## config.mk

```make
export PLATFORM = sky130hd
export DESIGN_NAME = decode_stage
export DESIGN_NICKNAME = d
export VERILOG_FILES = /design/src/rtl/rriscv_pkg.sv /design/src/rtl/instr_decode_core.sv /design/src/rtl/decode_stage.sv
export SDC_FILE = /design/constraint.sdc
export NUM_CORES = 1
export LEC_CHECK = 0
export BUFFER_PORTS_ARGS = -buffer_cell sky130_fd_sc_hd__buf_4
export CORE_ASPECT_RATIO = 2
export CORE_MARGIN = 2
export CORE_UTILIZATION = 25
export CTS_CLUSTER_DIAMETER = 120
export DETAILED_ROUTE_END_ITERATION = 10
export GPL_TIMING_DRIVEN = 0
export SYNTH_ARGS = -nofsm -noshare
export SYNTH_HDL_FRONTEND = slang
export SYNTH_HIERARCHICAL = 1
export SYNTH_SLANG_ARGS = --single-unit
export TNS_END_PERCENT = 50
```

## constraint.sdc

```tcl
create_clock -name clk_i -period 2.88 [get_ports clk_i]
set_input_delay 0.576 -clock clk_i [delete_from_list [all_inputs] [get_ports clk_i]]
set_output_delay 0.576 -clock clk_i [all_outputs]
set_load 0.01 [all_outputs]
```

## src/rtl/rriscv_pkg.sv

```systemverilog
// ---------------------------------------------------------------------------
// rriscv_pkg
// Shared definitions for the RV32I decode stage.
//   - XLEN            : datapath / instruction width
//   - OPC_*           : base RV32I major opcodes handled by the decoder
//   - F7_*            : funct7 encodings that matter for OP legality
//   - imm_fmt_e       : immediate / instruction format tag (R,I,S,B,U,J)
//   - stage_state_e   : handshake state of the decode stage
//   - decoded_t       : one decoded bundle (all outputs of the stage + pc)
//   - decoded_empty() : all-zero bundle carrying only a pc
// ---------------------------------------------------------------------------
package rriscv_pkg;

    localparam int XLEN = 32;

    localparam logic [6:0] OPC_LOAD   = 7'b0000011;
    localparam logic [6:0] OPC_OP_IMM = 7'b0010011;
    localparam logic [6:0] OPC_AUIPC  = 7'b0010111;
    localparam logic [6:0] OPC_STORE  = 7'b0100011;
    localparam logic [6:0] OPC_OP     = 7'b0110011;
    localparam logic [6:0] OPC_LUI    = 7'b0110111;
    localparam logic [6:0] OPC_BRANCH = 7'b1100011;
    localparam logic [6:0] OPC_JALR   = 7'b1100111;
    localparam logic [6:0] OPC_JAL    = 7'b1101111;

    localparam logic [6:0] F7_BASE   = 7'b0000000;
    localparam logic [6:0] F7_ALT    = 7'b0100000;
    localparam logic [6:0] F7_MULDIV = 7'b0000001;

    typedef enum logic [2:0] {
        IMM_R = 3'd0,
        IMM_I = 3'd1,
        IMM_S = 3'd2,
        IMM_B = 3'd3,
        IMM_U = 3'd4,
        IMM_J = 3'd5
    } imm_fmt_e;

    typedef enum logic [1:0] {
        ST_EMPTY = 2'd0,
        ST_FULL  = 2'd1,
        ST_SKID  = 2'd2
    } stage_state_e;

    typedef struct packed {
        logic [XLEN-1:0] pc;
        logic [6:0]      opcode;
        logic [4:0]      rs1;
        logic [4:0]      rs2;
        logic [4:0]      rd;
        logic [2:0]      funct3;
        logic [6:0]      funct7;
        logic [XLEN-1:0] imm;
        imm_fmt_e        imm_fmt;
        logic            rf_rw;
        logic            err;
    } decoded_t;

    function automatic decoded_t decoded_empty(input logic [XLEN-1:0] pc);
        decoded_t d;
        d         = '0;
        d.imm_fmt = IMM_R;
        d.pc      = pc;
        return d;
    endfunction

endpackage

```

## src/rtl/instr_decode_core.sv

```systemverilog
// ---------------------------------------------------------------------------
// instr_decode_core
// Purely combinational RV32I decoder: raw instruction + pc -> decoded_t.
// Fields not used by an instruction's format are forced to zero; illegal
// encodings yield err=1 with every field except pc zeroed.
// Configuration macro: RRISCV_M_EXT_EN (defined -> OP funct7=0000001 legal).
// Ports:
//   instruction_i  in   XLEN   raw instruction
//   pc_i           in   XLEN   instruction address (passed through)
//   decoded_o      out  decoded_t  decoded bundle
// ---------------------------------------------------------------------------
module instr_decode_core
    import rriscv_pkg::*;
(
    input  logic [XLEN-1:0] instruction_i,
    input  logic [XLEN-1:0] pc_i,
    output decoded_t        decoded_o
);

`ifdef RRISCV_M_EXT_EN
    localparam logic M_EXT_EN = 1'b1;
`else
    localparam logic M_EXT_EN = 1'b0;
`endif

    logic [6:0] opcode;
    logic [4:0] rd;
    logic [4:0] rs1;
    logic [4:0] rs2;
    logic [2:0] funct3;
    logic [6:0] funct7;

    logic [XLEN-1:0] imm_i;
    logic [XLEN-1:0] imm_s;
    logic [XLEN-1:0] imm_b;
    logic [XLEN-1:0] imm_u;
    logic [XLEN-1:0] imm_j;

    assign opcode = instruction_i[6:0];
    assign rd     = instruction_i[11:7];
    assign funct3 = instruction_i[14:12];
    assign rs1    = instruction_i[19:15];
    assign rs2    = instruction_i[24:20];
    assign funct7 = instruction_i[31:25];

    assign imm_i = {{20{instruction_i[31]}}, instruction_i[31:20]};
    assign imm_s = {{20{instruction_i[31]}}, instruction_i[31:25], instruction_i[11:7]};
    assign imm_b = {{19{instruction_i[31]}}, instruction_i[31], instruction_i[7],
                    instruction_i[30:25], instruction_i[11:8], 1'b0};
    assign imm_u = {instruction_i[31:12], 12'b0};
    assign imm_j = {{11{instruction_i[31]}}, instruction_i[31], instruction_i[19:12],
                    instruction_i[20], instruction_i[30:21], 1'b0};

    // Only base ADD/SUB-style funct7 values (plus M-ext when enabled) are legal
    // for register-register ops; SUB/SRA encoding exists only for funct3 000/101.
    logic op_legal;
    always_comb begin
        op_legal = 1'b0;
        case (funct7)
            F7_BASE:   op_legal = 1'b1;
            F7_ALT:    op_legal = (funct3 == 3'b000) || (funct3 == 3'b101);
            F7_MULDIV: op_legal = M_EXT_EN;
            default:   op_legal = 1'b0;
        endcase
    end

    logic     legal;
    logic     writes_rd;
    decoded_t dec;

    always_comb begin
        dec        = decoded_empty(pc_i);
        legal      = 1'b1;
        writes_rd  = 1'b0;
        dec.opcode = opcode;

        case (opcode)
            OPC_OP: begin
                legal       = op_legal;
                writes_rd   = 1'b1;
                dec.imm_fmt = IMM_R;
                dec.rs1     = rs1;
                dec.rs2     = rs2;
                dec.rd      = rd;
                dec.funct3  = funct3;
                dec.funct7  = funct7;
            end
            OPC_OP_IMM, OPC_LOAD, OPC_JALR: begin
                writes_rd   = 1'b1;
                dec.imm_fmt = IMM_I;
                dec.rs1     = rs1;
                dec.rd      = rd;
                dec.funct3  = funct3;
                dec.imm     = imm_i;
            end
            OPC_STORE: begin
                dec.imm_fmt = IMM_S;
                dec.rs1     = rs1;
                dec.rs2     = rs2;
                dec.funct3  = funct3;
                dec.imm     = imm_s;
            end
            OPC_BRANCH: begin
                dec.imm_fmt = IMM_B;
                dec.rs1     = rs1;
                dec.rs2     = rs2;
                dec.funct3  = funct3;
                dec.imm     = imm_b;
            end
            OPC_LUI, OPC_AUIPC: begin
                writes_rd   = 1'b1;
                dec.imm_fmt = IMM_U;
                dec.rd      = rd;
                dec.imm     = imm_u;
            end
            OPC_JAL: begin
                writes_rd   = 1'b1;
                dec.imm_fmt = IMM_J;
                dec.rd      = rd;
                dec.imm     = imm_j;
            end
            default: begin
                legal = 1'b0;
            end
        endcase

        // The opcode table already implies [1:0]==2'b11; kept explicit so a
        // future compressed-opcode entry cannot slip through by accident.
        if (instruction_i[1:0] != 2'b11) begin
            legal = 1'b0;
        end

        // x0 writes are architecturally discarded, so never request a write.
        dec.rf_rw = writes_rd && (rd != 5'd0);

        if (!legal) begin
            dec     = decoded_empty(pc_i);
            dec.err = 1'b1;
        end
    end

    assign decoded_o = dec;

endmodule

```

## src/rtl/decode_stage.sv

```systemverilog
// ---------------------------------------------------------------------------
// decode_stage
// Registered RV32I decode stage between fetch and register-file read.
// Decodes {pc, instruction} on input accept and holds the decoded bundle in a
// main register backed by a one-entry skid register, so ready_o can come
// straight from a flop. Counts accepted illegal instructions (saturating) and
// supports a pipeline flush.
// Configuration macro: RRISCV_M_EXT_EN (forwarded to instr_decode_core).
// Ports:
//   clk_i, rst_i (sync, active-high), flush_i
//   valid_i / ready_o / instruction_i / pc_i     upstream handshake + payload
//   valid_o / ready_i                            downstream handshake
//   pc_o, opcode_o, rs1_o, rs2_o, rd_o, funct3_o, funct7_o, immediate_o,
//   imm_fmt_o, rf_rw_o, err_o                    decoded bundle
//   illegal_cnt_o                                illegal instructions accepted
// ---------------------------------------------------------------------------
module decode_stage
    import rriscv_pkg::*;
#(
    parameter int XLEN      = rriscv_pkg::XLEN,
    parameter int ILL_CNT_W = 16
) (
    input  logic                 clk_i,
    input  logic                 rst_i,
    input  logic                 flush_i,
    input  logic                 valid_i,
    output logic                 ready_o,
    input  logic [XLEN-1:0]      instruction_i,
    input  logic [XLEN-1:0]      pc_i,
    output logic                 valid_o,
    input  logic                 ready_i,
    output logic [XLEN-1:0]      pc_o,
    output logic [6:0]           opcode_o,
    output logic [4:0]           rs1_o,
    output logic [4:0]           rs2_o,
    output logic [4:0]           rd_o,
    output logic [2:0]           funct3_o,
    output logic [6:0]           funct7_o,
    output logic [XLEN-1:0]      immediate_o,
    output logic [2:0]           imm_fmt_o,
    output logic                 rf_rw_o,
    output logic                 err_o,
    output logic [ILL_CNT_W-1:0] illegal_cnt_o
);

    decoded_t dec_in;

    instr_decode_core u_core (
        .instruction_i (instruction_i),
        .pc_i          (pc_i),
        .decoded_o     (dec_in)
    );

    stage_state_e         state_q, state_d;
    decoded_t             main_q, main_d;
    decoded_t             skid_q, skid_d;
    logic                 ready_q, ready_d;
    logic [ILL_CNT_W-1:0] cnt_q, cnt_d;

    logic accept;
    logic pop;

    assign accept = valid_i && ready_q;
    assign pop    = (state_q != ST_EMPTY) && ready_i;

    always_comb begin
        state_d = state_q;
        main_d  = main_q;
        skid_d  = skid_q;
        cnt_d   = cnt_q;

        case (state_q)
            ST_EMPTY: begin
                if (accept) begin
                    main_d  = dec_in;
                    state_d = ST_FULL;
                end
            end
            ST_FULL: begin
                if (accept && pop) begin
                    main_d = dec_in;
                end else if (accept) begin
                    // Downstream stalled: park the new bundle behind the
                    // current one and close the input next cycle.
                    skid_d  = dec_in;
                    state_d = ST_SKID;
                end else if (pop) begin
                    state_d = ST_EMPTY;
                end
            end
            ST_SKID: begin
                if (pop) begin
                    main_d  = skid_q;
                    state_d = ST_FULL;
                end
            end
            default: begin
                state_d = ST_EMPTY;
            end
        endcase

        // An instruction accepted in a flush cycle is dropped, so it is not
        // counted either.
        if (accept && dec_in.err && !flush_i && (cnt_q != {ILL_CNT_W{1'b1}})) begin
            cnt_d = cnt_q + 1'b1;
        end

        if (flush_i) begin
            state_d = ST_EMPTY;
        end

        // ready_o is a registered copy of "not going to be in SKID".
        ready_d = (state_d != ST_SKID);
    end

    always_ff @(posedge clk_i) begin
        if (rst_i) begin
            state_q <= ST_EMPTY;
            main_q  <= decoded_empty('0);
            skid_q  <= decoded_empty('0);
            ready_q <= 1'b1;
            cnt_q   <= '0;
        end else begin
            state_q <= state_d;
            main_q  <= main_d;
            skid_q  <= skid_d;
            ready_q <= ready_d;
            cnt_q   <= cnt_d;
        end
    end

    assign ready_o       = ready_q;
    assign valid_o       = (state_q != ST_EMPTY);
    assign pc_o          = main_q.pc;
    assign opcode_o      = main_q.opcode;
    assign rs1_o         = main_q.rs1;
    assign rs2_o         = main_q.rs2;
    assign rd_o          = main_q.rd;
    assign funct3_o      = main_q.funct3;
    assign funct7_o      = main_q.funct7;
    assign immediate_o   = main_q.imm;
    assign imm_fmt_o     = main_q.imm_fmt;
    assign rf_rw_o       = main_q.rf_rw;
    assign err_o         = main_q.err;
    assign illegal_cnt_o = cnt_q;

endmodule
```

==> results.sh, run 1 <==
export IMPL_outcome="finished, final reports clean"
export IMPL_timing_hold_worst_class="input pin to flip-flop"
export IMPL_dp_final_hpwl_um=26700
export IMPL_postRouteWirelength_um=34500
export IMPL_row_count=103
export IMPL_grt_setup_unrepaired="false"
export IMPL_cts_hold_buffers_added=0
export IMPL_fp_dieW_um=145
export IMPL_cts_htree_levels=1
export IMPL_grt_overflow_total=0
export IMPL_clock_sink_count=221
export IMPL_end_kind="flip-flop"
export IMPL_worst_hold_slack_after_final_layout_ns=0.242
export IMPL_finalNetCount=1432
export IMPL_cts_root_to_sink_buffers=3
export IMPL_cts_reportedPaths_clkPinSlew_ns=0.07
export IMPL_drt_first_pass_iters=5
export IMPL_timing_final_setup_violations=0
export IMPL_crit_reg2reg_capture="skid_q[71]$_SDFFE_PP0P_"
export IMPL_root_buffer="sky130_fd_sc_hd__clkbuf_16"
export IMPL_vias=8886
export IMPL_worst_max_slew_pin_slew_ns=1.04
export IMPL_timing_final_max_slew_violations=0
export IMPL_max_slew_margin=0.310
export IMPL_wl_per_cell_um=18.1
export IMPL_netlist_top_cells_area="sky130_fd_sc_hd__dfxtp_1 44%, sky130_fd_sc_hd__mux2i_1 10%, sky130_fd_sc_hd__nand2_1 8.5%"
export IMPL_yosys_register_bits=221
export IMPL_timing_critical_path_fanout_max=13
export IMPL_final_min_period_over_clock_period=0.942
export IMPL_placement_setup_worst_slack_ns=-0.336
export IMPL_insertion_delay_to_the_later_sink_of_the_worst_skew_pair_ns=0.53
export IMPL_tritoncts="built"
export IMPL_dominant_delay_contributor_by_cell_family_on_the_critical_path="simple AND/OR/NAND/NOR gates"
export IMPL_synth_top_area_share=0.443
export IMPL_routed_via_density=4.67
export IMPL_synth_warnings=6
export IMPL_design_core_area_um2=39400
export IMPL_mappedNetlistArea_um2=9990
export IMPL_timing_final_ws_setup_ns=0.167
export IMPL_die_area_um2=41700
export IMPL_share_of_final_layout_standard_cells_stronger_than_drive_strength_1=0.209
export IMPL_cell_by_cell_trace_of_the_critical_path="buf_2, nor2_1, nand4_1, o32ai_1, nand2b_1, buf_6, inv_6, nand4b_4, or3_1, nor4_2, mux2_2"
export IMPL_largest_net_degree_at_the_start_of_global_routing=15
export IMPL_critical_path_reg2reg_startpoint="state_q[1]$_SDFF_PP0_"
export IMPL_post_synth_cell_types=59
export IMPL_drv_cap=0
export IMPL_static_leakage_power_nw=5.54
export IMPL_synthFlopType="sky130_fd_sc_hd__dfxtp_1"
export IMPL_timing_critical_path_arrival_ns=3.14
export IMPL_timing_hold_violations_final=0
export IMPL_post_synth_cell_area_avg_um2=8.44
export IMPL_fin_crit_ns=2.71
export IMPL_worstPathBufferInverterCount=3
export IMPL_place_gp_congestion=0.845
export IMPL_setup_worst_path_start="instruction_i[3]"
export IMPL_route_detailed_drc=0
export IMPL_io_buffers=150
export IMPL_floorplan_io_pins=188
export IMPL_via_count_of_the_first_global_routing_pass=8832
export IMPL_number_of_instances_in_the_placed_design=1863
export IMPL_n_antenna_cell=0
export IMPL_global_route_wire_length_before_repair_um=51400
export IMPL_postSynth_asyncResetShare=0
export IMPL_reg2reg_slack_ns=0.55
export IMPL_postSynthCellCount=1183
export IMPL_pwr_density_cell_nw_per_um2=565
export IMPL_start_kind="input pin"
export IMPL_vdd_drop_max_mv=0.359
export IMPL_grt_antenna_before_repair=0
export IMPL_fmaxAchievable_ghz=0.369
export IMPL_antenna_left=0
export IMPL_synth_seq_area_share=0.443
export IMPL_min_path_cells=2
export IMPL_drt_initial_drc_count=495
export IMPL_data_required_time_at_the_worst_endpoint_ns=3.30
export IMPL_fp_dieH_um=287
export IMPL_netlist_top_cell_by_area="sky130_fd_sc_hd__dfxtp_1"
export IMPL_grt_usage=0.159
export IMPL_timing_clock_skew_ns=0.0177
export IMPL_area_growth_syn_to_layout_pct=25.4
export IMPL_crit_path_max_incr_delay_ns=0.52
export IMPL_cpMaxStageDelayCell="sky130_fd_sc_hd__or3_1"
export IMPL_cts_made_buffers=22
export IMPL_timing_worst_setup_path_type="input pin to flip-flop"
export IMPL_timing_hold_worst_start="flush_i"
export IMPL_synth_enable_flop_cells=0
export IMPL_min_delay_worst_endpoint="state_q[0]$_SDFF_PP0_"
export IMPL_final_cells=1902
export IMPL_reg2reg_path_depth=6
export IMPL_start_util=0.253
cells in the mapped netlist (all sizes together) (4+ instances only):
cell    instances
a211oi        104
a21o           19
a21oi         118
a22o            5
and2           16
and3            9
buf            84
clkbuf         42
dfxtp         221
inv            11
mux2i         104
nand2         228
nand2b          4
nand3          12
nand4           5
nor2          118
nor2b           6
nor3           12
nor4            5
o21ai           6
o31ai           5
or2             4
or3             5
or4             7
worst reg2reg max path, stage by stage (launching register included):
cell,delay (ns)
sky130_fd_sc_hd__dfxtp_1,0.46
sky130_fd_sc_hd__and3b_1,0.27
sky130_fd_sc_hd__nand2_1,0.11
sky130_fd_sc_hd__clkbuf_1,0.66
sky130_fd_sc_hd__clkbuf_1,0.47
sky130_fd_sc_hd__nand2_1,0.11
sky130_fd_sc_hd__a21oi_1,0.17
flip-flops by register name (all words and copies together) (netlist names):
register	cells
skid_q	101
immediate_o	32
pc_o	32
illegal_cnt_o	16
funct7_o	7
opcode_o	7
rd_o	5
rs1_o	5
rs2_o	5
funct3_o	3
imm_fmt_o	3
state_q	2
err_o	1
ready_o	1
rf_rw_o	1
worst max-delay path by stage:
stage	to	slack, ns	cells past startpoint
global placement	illegal_cnt_o[11]$_SDFFE_PP0P_	-0.27	11
detailed placement	illegal_cnt_o[15]$_SDFFE_PP0P_	-0.34	11
global route	illegal_cnt_o[11]$_SDFFE_PP0P_	0.02	11
floorplan	illegal_cnt_o[11]$_SDFFE_PP0P_	0.08	11
finish	illegal_cnt_o[11]$_SDFFE_PP0P_	0.17	11
CTS	illegal_cnt_o[15]$_SDFFE_PP0P_	0.24	11
what timing repair did:
action / CTS / global route
buffers inserted: 0 / 0
resized for setup: 0 / 1
setup endpoints to repair: 0 / 1
per-layer routing:
layer / wire length, µm / part of all wire / GRT usage
met1: 12800 / 0.37 / 0.164
met2: 18400 / 0.53 / 0.303
met3: 1400 / 0.040 / 0.0218
met4: 1960 / 0.057 / 0.0953
met5: 0 / 0 / 0
kinds of logic (layout without fill, tap and decap cells):
family | after synthesis | count (layout) | synth area share
fa+ha+maj | 1 | 1 | 0.00125
buf+inv | 137 | 326 | 0.0735
flops | 221 | 221 | 0.443
xor+xnor | 1 | 1 | 0.000877
other cells | 1 | 6 | 0.000375
mux | 106 | 106 | 0.106
compound gates | 274 | 274 | 0.178
simple gates | 442 | 442 | 0.197
power breakdown:
| group | internal (W) | leakage (nW) | switching (W) |
|---|---|---|---|
| registers | 0.00317 | 1.80 | 0.0000719 |
| logic | 0.000342 | 3.37 | 0.000472 |
| clock network | 0.00172 | 0.362 | 0.00130 |
stage by stage:
step | setup TNS (ns) | utilization | power (W) | cell area [µm²]
6_report | 0 | 0.318 | 0.00708 | 12500
2_1_floorplan | 0 | - | 0.00374 | 10000
3_3_place_gp | -15.96 | 0.299 | 0.00413 | 11800
3_5_place_dp | -15.73 | 0.299 | 0.00414 | 11800
5_1_grt | 0 | 0.318 | 0.00736 | 12500
4_1_cts | 0 | 0.318 | 0.00718 | 12500
final cells by class:
cell class | instances | area, µm²
clock buffer | 30 | 632
clock inverter | 9 | 101
buffer | 126 | 688
multi-input combinational | 830 | 4850
inverter | 11 | 46.3
timing repair buffer | 150 | 1130
sequential | 221 | 4420
fill | 4251 | 26900
tap | 525 | 657
cell usage in the layout, fill, tap and decap left out, types with 3 or more instances in the layout:
cell type and count:
sky130_fd_sc_hd__nor2b_1 6, sky130_fd_sc_hd__clkbuf_1 46, sky130_fd_sc_hd__dfxtp_1 221, sky130_fd_sc_hd__a21oi_1 118
sky130_fd_sc_hd__mux2i_1 104, sky130_fd_sc_hd__o31ai_1 4, sky130_fd_sc_hd__clkbuf_8 3, sky130_fd_sc_hd__clkinv_2 5
sky130_fd_sc_hd__nor4_2 3, sky130_fd_sc_hd__or4_1 6, sky130_fd_sc_hd__nand2_1 227, sky130_fd_sc_hd__a21o_1 19
sky130_fd_sc_hd__nand4_1 4, sky130_fd_sc_hd__or2_2 3, sky130_fd_sc_hd__nor3_1 10, sky130_fd_sc_hd__buf_2 43
sky130_fd_sc_hd__o21ai_0 6, sky130_fd_sc_hd__buf_4 189, sky130_fd_sc_hd__nand2b_1 4, sky130_fd_sc_hd__nand3_1 12
sky130_fd_sc_hd__a22o_1 5, sky130_fd_sc_hd__a211oi_1 104, sky130_fd_sc_hd__conb_1 6, sky130_fd_sc_hd__and2_1 16
sky130_fd_sc_hd__and3_1 9, sky130_fd_sc_hd__inv_1 10, sky130_fd_sc_hd__nor2_1 118, sky130_fd_sc_hd__clkbuf_16 23
sky130_fd_sc_hd__or3_1 4
No activity file was read; power rests on OpenSTA's default activity.
==> run 2: changes to the inputs <==
SYNTH_HIERARCHICAL = unset   (was 1)
clock period = 3.1 ns   (was 2.88 ns; I/O delays follow)
==> run 2 against run 1 <==
  * The run now ends with DRC left
  * Routed wire length is 9.1% higher
  * Final area is 5.1% lower
  * Hold slack better by 0.050 ns
  * Count of clock-buffer cells in the layout did not move
  * Clock power shrank 13%
  * Largest cell class is now sequential cells
  * Highest routed layer unchanged
==> results.sh, run 2 <==
export IMPL_vias=9533
export IMPL_reg2reg_slack_ns=0.20
export IMPL_postSynthNetCount=1241
export IMPL_setup_tns_final_ns=0
export IMPL_cts_made_buffers=22
export IMPL_global_route_wire_length_before_repair_um=55400
export IMPL_routed_via_density=5.16
export IMPL_vdd_drop_max_mv=0.275
export IMPL_post_cts_buffers=0
export IMPL_fp_dieH_um=276
export IMPL_synthAdderAreaFrac=0.00135
export IMPL_main_combinational_cell_family_by_area_after_synthesis="simple AND/OR/NAND/NOR gates"
export IMPL_postSynthCellCount=1171
export IMPL_synthMuxAreaShare=0.00351
export IMPL_cts_hold_buffers_added=0
export IMPL_violations="DRC"
export IMPL_dp_final_hpwl_um=29200
export IMPL_mappedNetlistArea_um2=9260
export IMPL_cts_root_to_sink_buffers=3
export IMPL_number_of_instances_in_the_placed_design=1811
export IMPL_synth_compound_area_frac=0.222
export IMPL_final_min_period_over_clock_period=0.936
export IMPL_mostFrequentLayoutCell="sky130_fd_sc_hd__nand2_1"
export IMPL_cts_reportedPaths_clkPinSlew_ns=0.07
export IMPL_synth_top_area_share=0.478
export IMPL_via_count_of_the_first_global_routing_pass=9359
export IMPL_synthFlopType="sky130_fd_sc_hd__dfxtp_1"
export IMPL_synth_enable_flop_cells=0
export IMPL_synth_simple_gate_area_share=0.247
export IMPL_worst_max_slew_pin_slew_ns=0.887
export IMPL_resized_cells_post_cts=0
export IMPL_fp_dieW_um=140
export IMPL_timing_final_max_slew_violations=0
export IMPL_worst_hold_slack_after_final_layout_ns=0.292
export IMPL_timing_hold_violations_final=0
export IMPL_floorplan_io_pins=188
export IMPL_route_detailed_drc=9
export IMPL_netlist_top_cell_by_area="sky130_fd_sc_hd__dfxtp_1"
export IMPL_crit_reg2reg_capture="opcode_o[0]$_SDFFE_PP0P_"
export IMPL_reg2reg_path_depth=7
export IMPL_final_cell_mix="284 x sky130_fd_sc_hd__nand2_1, 221 x sky130_fd_sc_hd__dfxtp_1, 189 x sky130_fd_sc_hd__buf_4"
export IMPL_grt_setup_unrepaired="false"
export IMPL_final_cells=1848
export IMPL_io_buffers=186
export IMPL_postSynth_asyncResetShare=0
export IMPL_finalNetCount=1451
export IMPL_drt_first_pass_iters=8
export IMPL_design_core_area_um2=36500
export IMPL_grt_overflow_total=0
export IMPL_min_delay_worst_endpoint="state_q[0]$_SDFF_PP0_"
export IMPL_yosys_register_bits=221
export IMPL_antenna_left=0
export IMPL_crit_path_max_incr_delay_ns=0.64
export IMPL_area_growth_syn_to_layout_pct=28.5
export IMPL_cts_htree_levels=1
export IMPL_timing_critical_path_fanout_max=10
export IMPL_row_count=99
export IMPL_drt_initial_drc_count=595
export IMPL_timing_hold_worst_class="input pin to flip-flop"
export IMPL_data_required_time_at_the_worst_endpoint_ns=3.55
export IMPL_ys_top_cells_by_count="284 x sky130_fd_sc_hd__nand2_1, 221 x sky130_fd_sc_hd__dfxtp_1, 124 x sky130_fd_sc_hd__a21oi_1"
export IMPL_synth_xor_xnor_area_share=0.000946
export IMPL_start_util=0.253
export IMPL_min_path_cells=2
export IMPL_share_of_final_layout_standard_cells_stronger_than_drive_strength_1=0.175
export IMPL_critPathMostFrequentCell="sky130_fd_sc_hd__clkbuf_1"
export IMPL_outcome="finished, violations left"
export IMPL_grt_usage=0.186
export IMPL_root_buffer="sky130_fd_sc_hd__clkbuf_16"
export IMPL_end_kind="flip-flop"
export IMPL_netlist_top_cells_area="sky130_fd_sc_hd__dfxtp_1 48%, sky130_fd_sc_hd__nand2_1 12%, sky130_fd_sc_hd__a21oi_1 6.7%"
export IMPL_cell_by_cell_trace_of_the_critical_path="inv_1, nand2_1, clkbuf_1, clkbuf_1, clkbuf_1, nand2_1, a211oi_1"
export IMPL_largest_register_ffs=101
export IMPL_insertion_delay_to_the_later_sink_of_the_worst_skew_pair_ns=0.53
export IMPL_drv_cap=0
export IMPL_grt_antenna_before_repair=2
export IMPL_timing_critical_path_arrival_ns=3.35
export IMPL_pwr_density_cell_nw_per_um2=534
export IMPL_fmaxAchievable_ghz=0.345
export IMPL_timing_worst_setup_path_type="flip-flop to flip-flop"
export IMPL_cpMaxStageDelayCell="sky130_fd_sc_hd__clkbuf_1"
export IMPL_timing_clock_skew_ns=0.0141
export IMPL_fin_crit_ns=2.90
export IMPL_critical_path_reg2reg_startpoint="state_q[0]$_SDFF_PP0_"
export IMPL_largest_register="skid_q"
export IMPL_place_gp_congestion=0.932
export IMPL_synth_warnings=0
export IMPL_yosys_cell_count_top_type="sky130_fd_sc_hd__nand2_1"
export IMPL_die_area_um2=38700
export IMPL_wl_per_cell_um=20.4
export IMPL_synth_seq_area_share=0.478
export IMPL_max_slew_margin=0.402
export IMPL_post_synth_cell_area_avg_um2=7.90
export IMPL_static_leakage_power_nw=4.33
export IMPL_largest_net_degree_at_the_start_of_global_routing=14
export IMPL_start_kind="flip-flop"
export IMPL_clock_sink_count=221
export IMPL_postRouteWirelength_um=37600
export IMPL_tritoncts="built"
export IMPL_timing_hold_worst_start="flush_i"
export IMPL_post_synth_cell_types=48
export IMPL_timing_final_setup_violations=0
[run 2: worst max path at each step]
stage | cells past startpoint | from | to
after floorplan | 7 | instruction_i[5] | illegal_cnt_o[15]$_SDFFE_PP0P_
after global placement | 8 | valid_i | immediate_o[8]$_SDFFE_PP0P_
after global routing | 7 | state_q[0]$_SDFF_PP0_ | rf_rw_o$_SDFFE_PP0P_
after CTS | 7 | state_q[0]$_SDFF_PP0_ | opcode_o[0]$_SDFFE_PP0P_
final | 7 | state_q[0]$_SDFF_PP0_ | opcode_o[0]$_SDFFE_PP0P_
after detailed placement | 8 | valid_i | rs1_o[2]$_SDFFE_PP0P_
[run 2: power by group]
| group | total (W) | switching, W | internal [W] |
|---|---|---|---|
| Combinational | 0.000725 | 0.000444 | 0.000280 |
| Clock | 0.00263 | 0.00119 | 0.00144 |
| Sequential | 0.00299 | 0.0000589 | 0.00293 |
[run 2: cell families after synthesis]
group	after synthesis
adders and majority gates	1
and+or+nand+nor	525
muxes	3
AOI/OAI and AO/OA	314
buffers and inverters	106
xor gates and xnor gates	1
DFF	221
[run 2: per-stage QoR]
step	power, W	area [µm²]	worst slack [ns]	util
after CTS	0.00639	11900	0.240	0.325
final	0.00635	11900	0.198	0.325
after detailed placement	0.00378	11200	0.0913	0.307
after floorplan	0.00339	9260	0.835	-
after global placement	0.00377	11200	0.151	0.307
after global routing	0.00655	11900	0.117	0.325
[run 2: per-layer routing]
metal / GRT usage / part of all wire
met1: 0.177 / 0.33
met2: 0.367 / 0.55
met3: 0.0284 / 0.055
met4: 0.113 / 0.065
met5: 0 / 0
[run 2: layout make-up]
type	count	area (µm²)
diodes	2	5.00
plain buffers	101	419
clock buffers	30	601
clock inverters	5	65.1
fillers	3874	24600
inverters	5	18.8
multi-input cells	844	4390
flip-flops and latches	221	4420
well taps	454	568
repair buffers	186	1400
[run 2: critical path, delay by kind of cell, from the launching register on]
| kind | cells | cell delay [ns] |
|---|---|---|
| and+or+nand+nor | 2 | 0.35 |
| DFF | 1 | 0.41 |
| buffers and inverters | 4 | 1.82 |
| AOI/OAI and AO/OA | 1 | 0.24 |
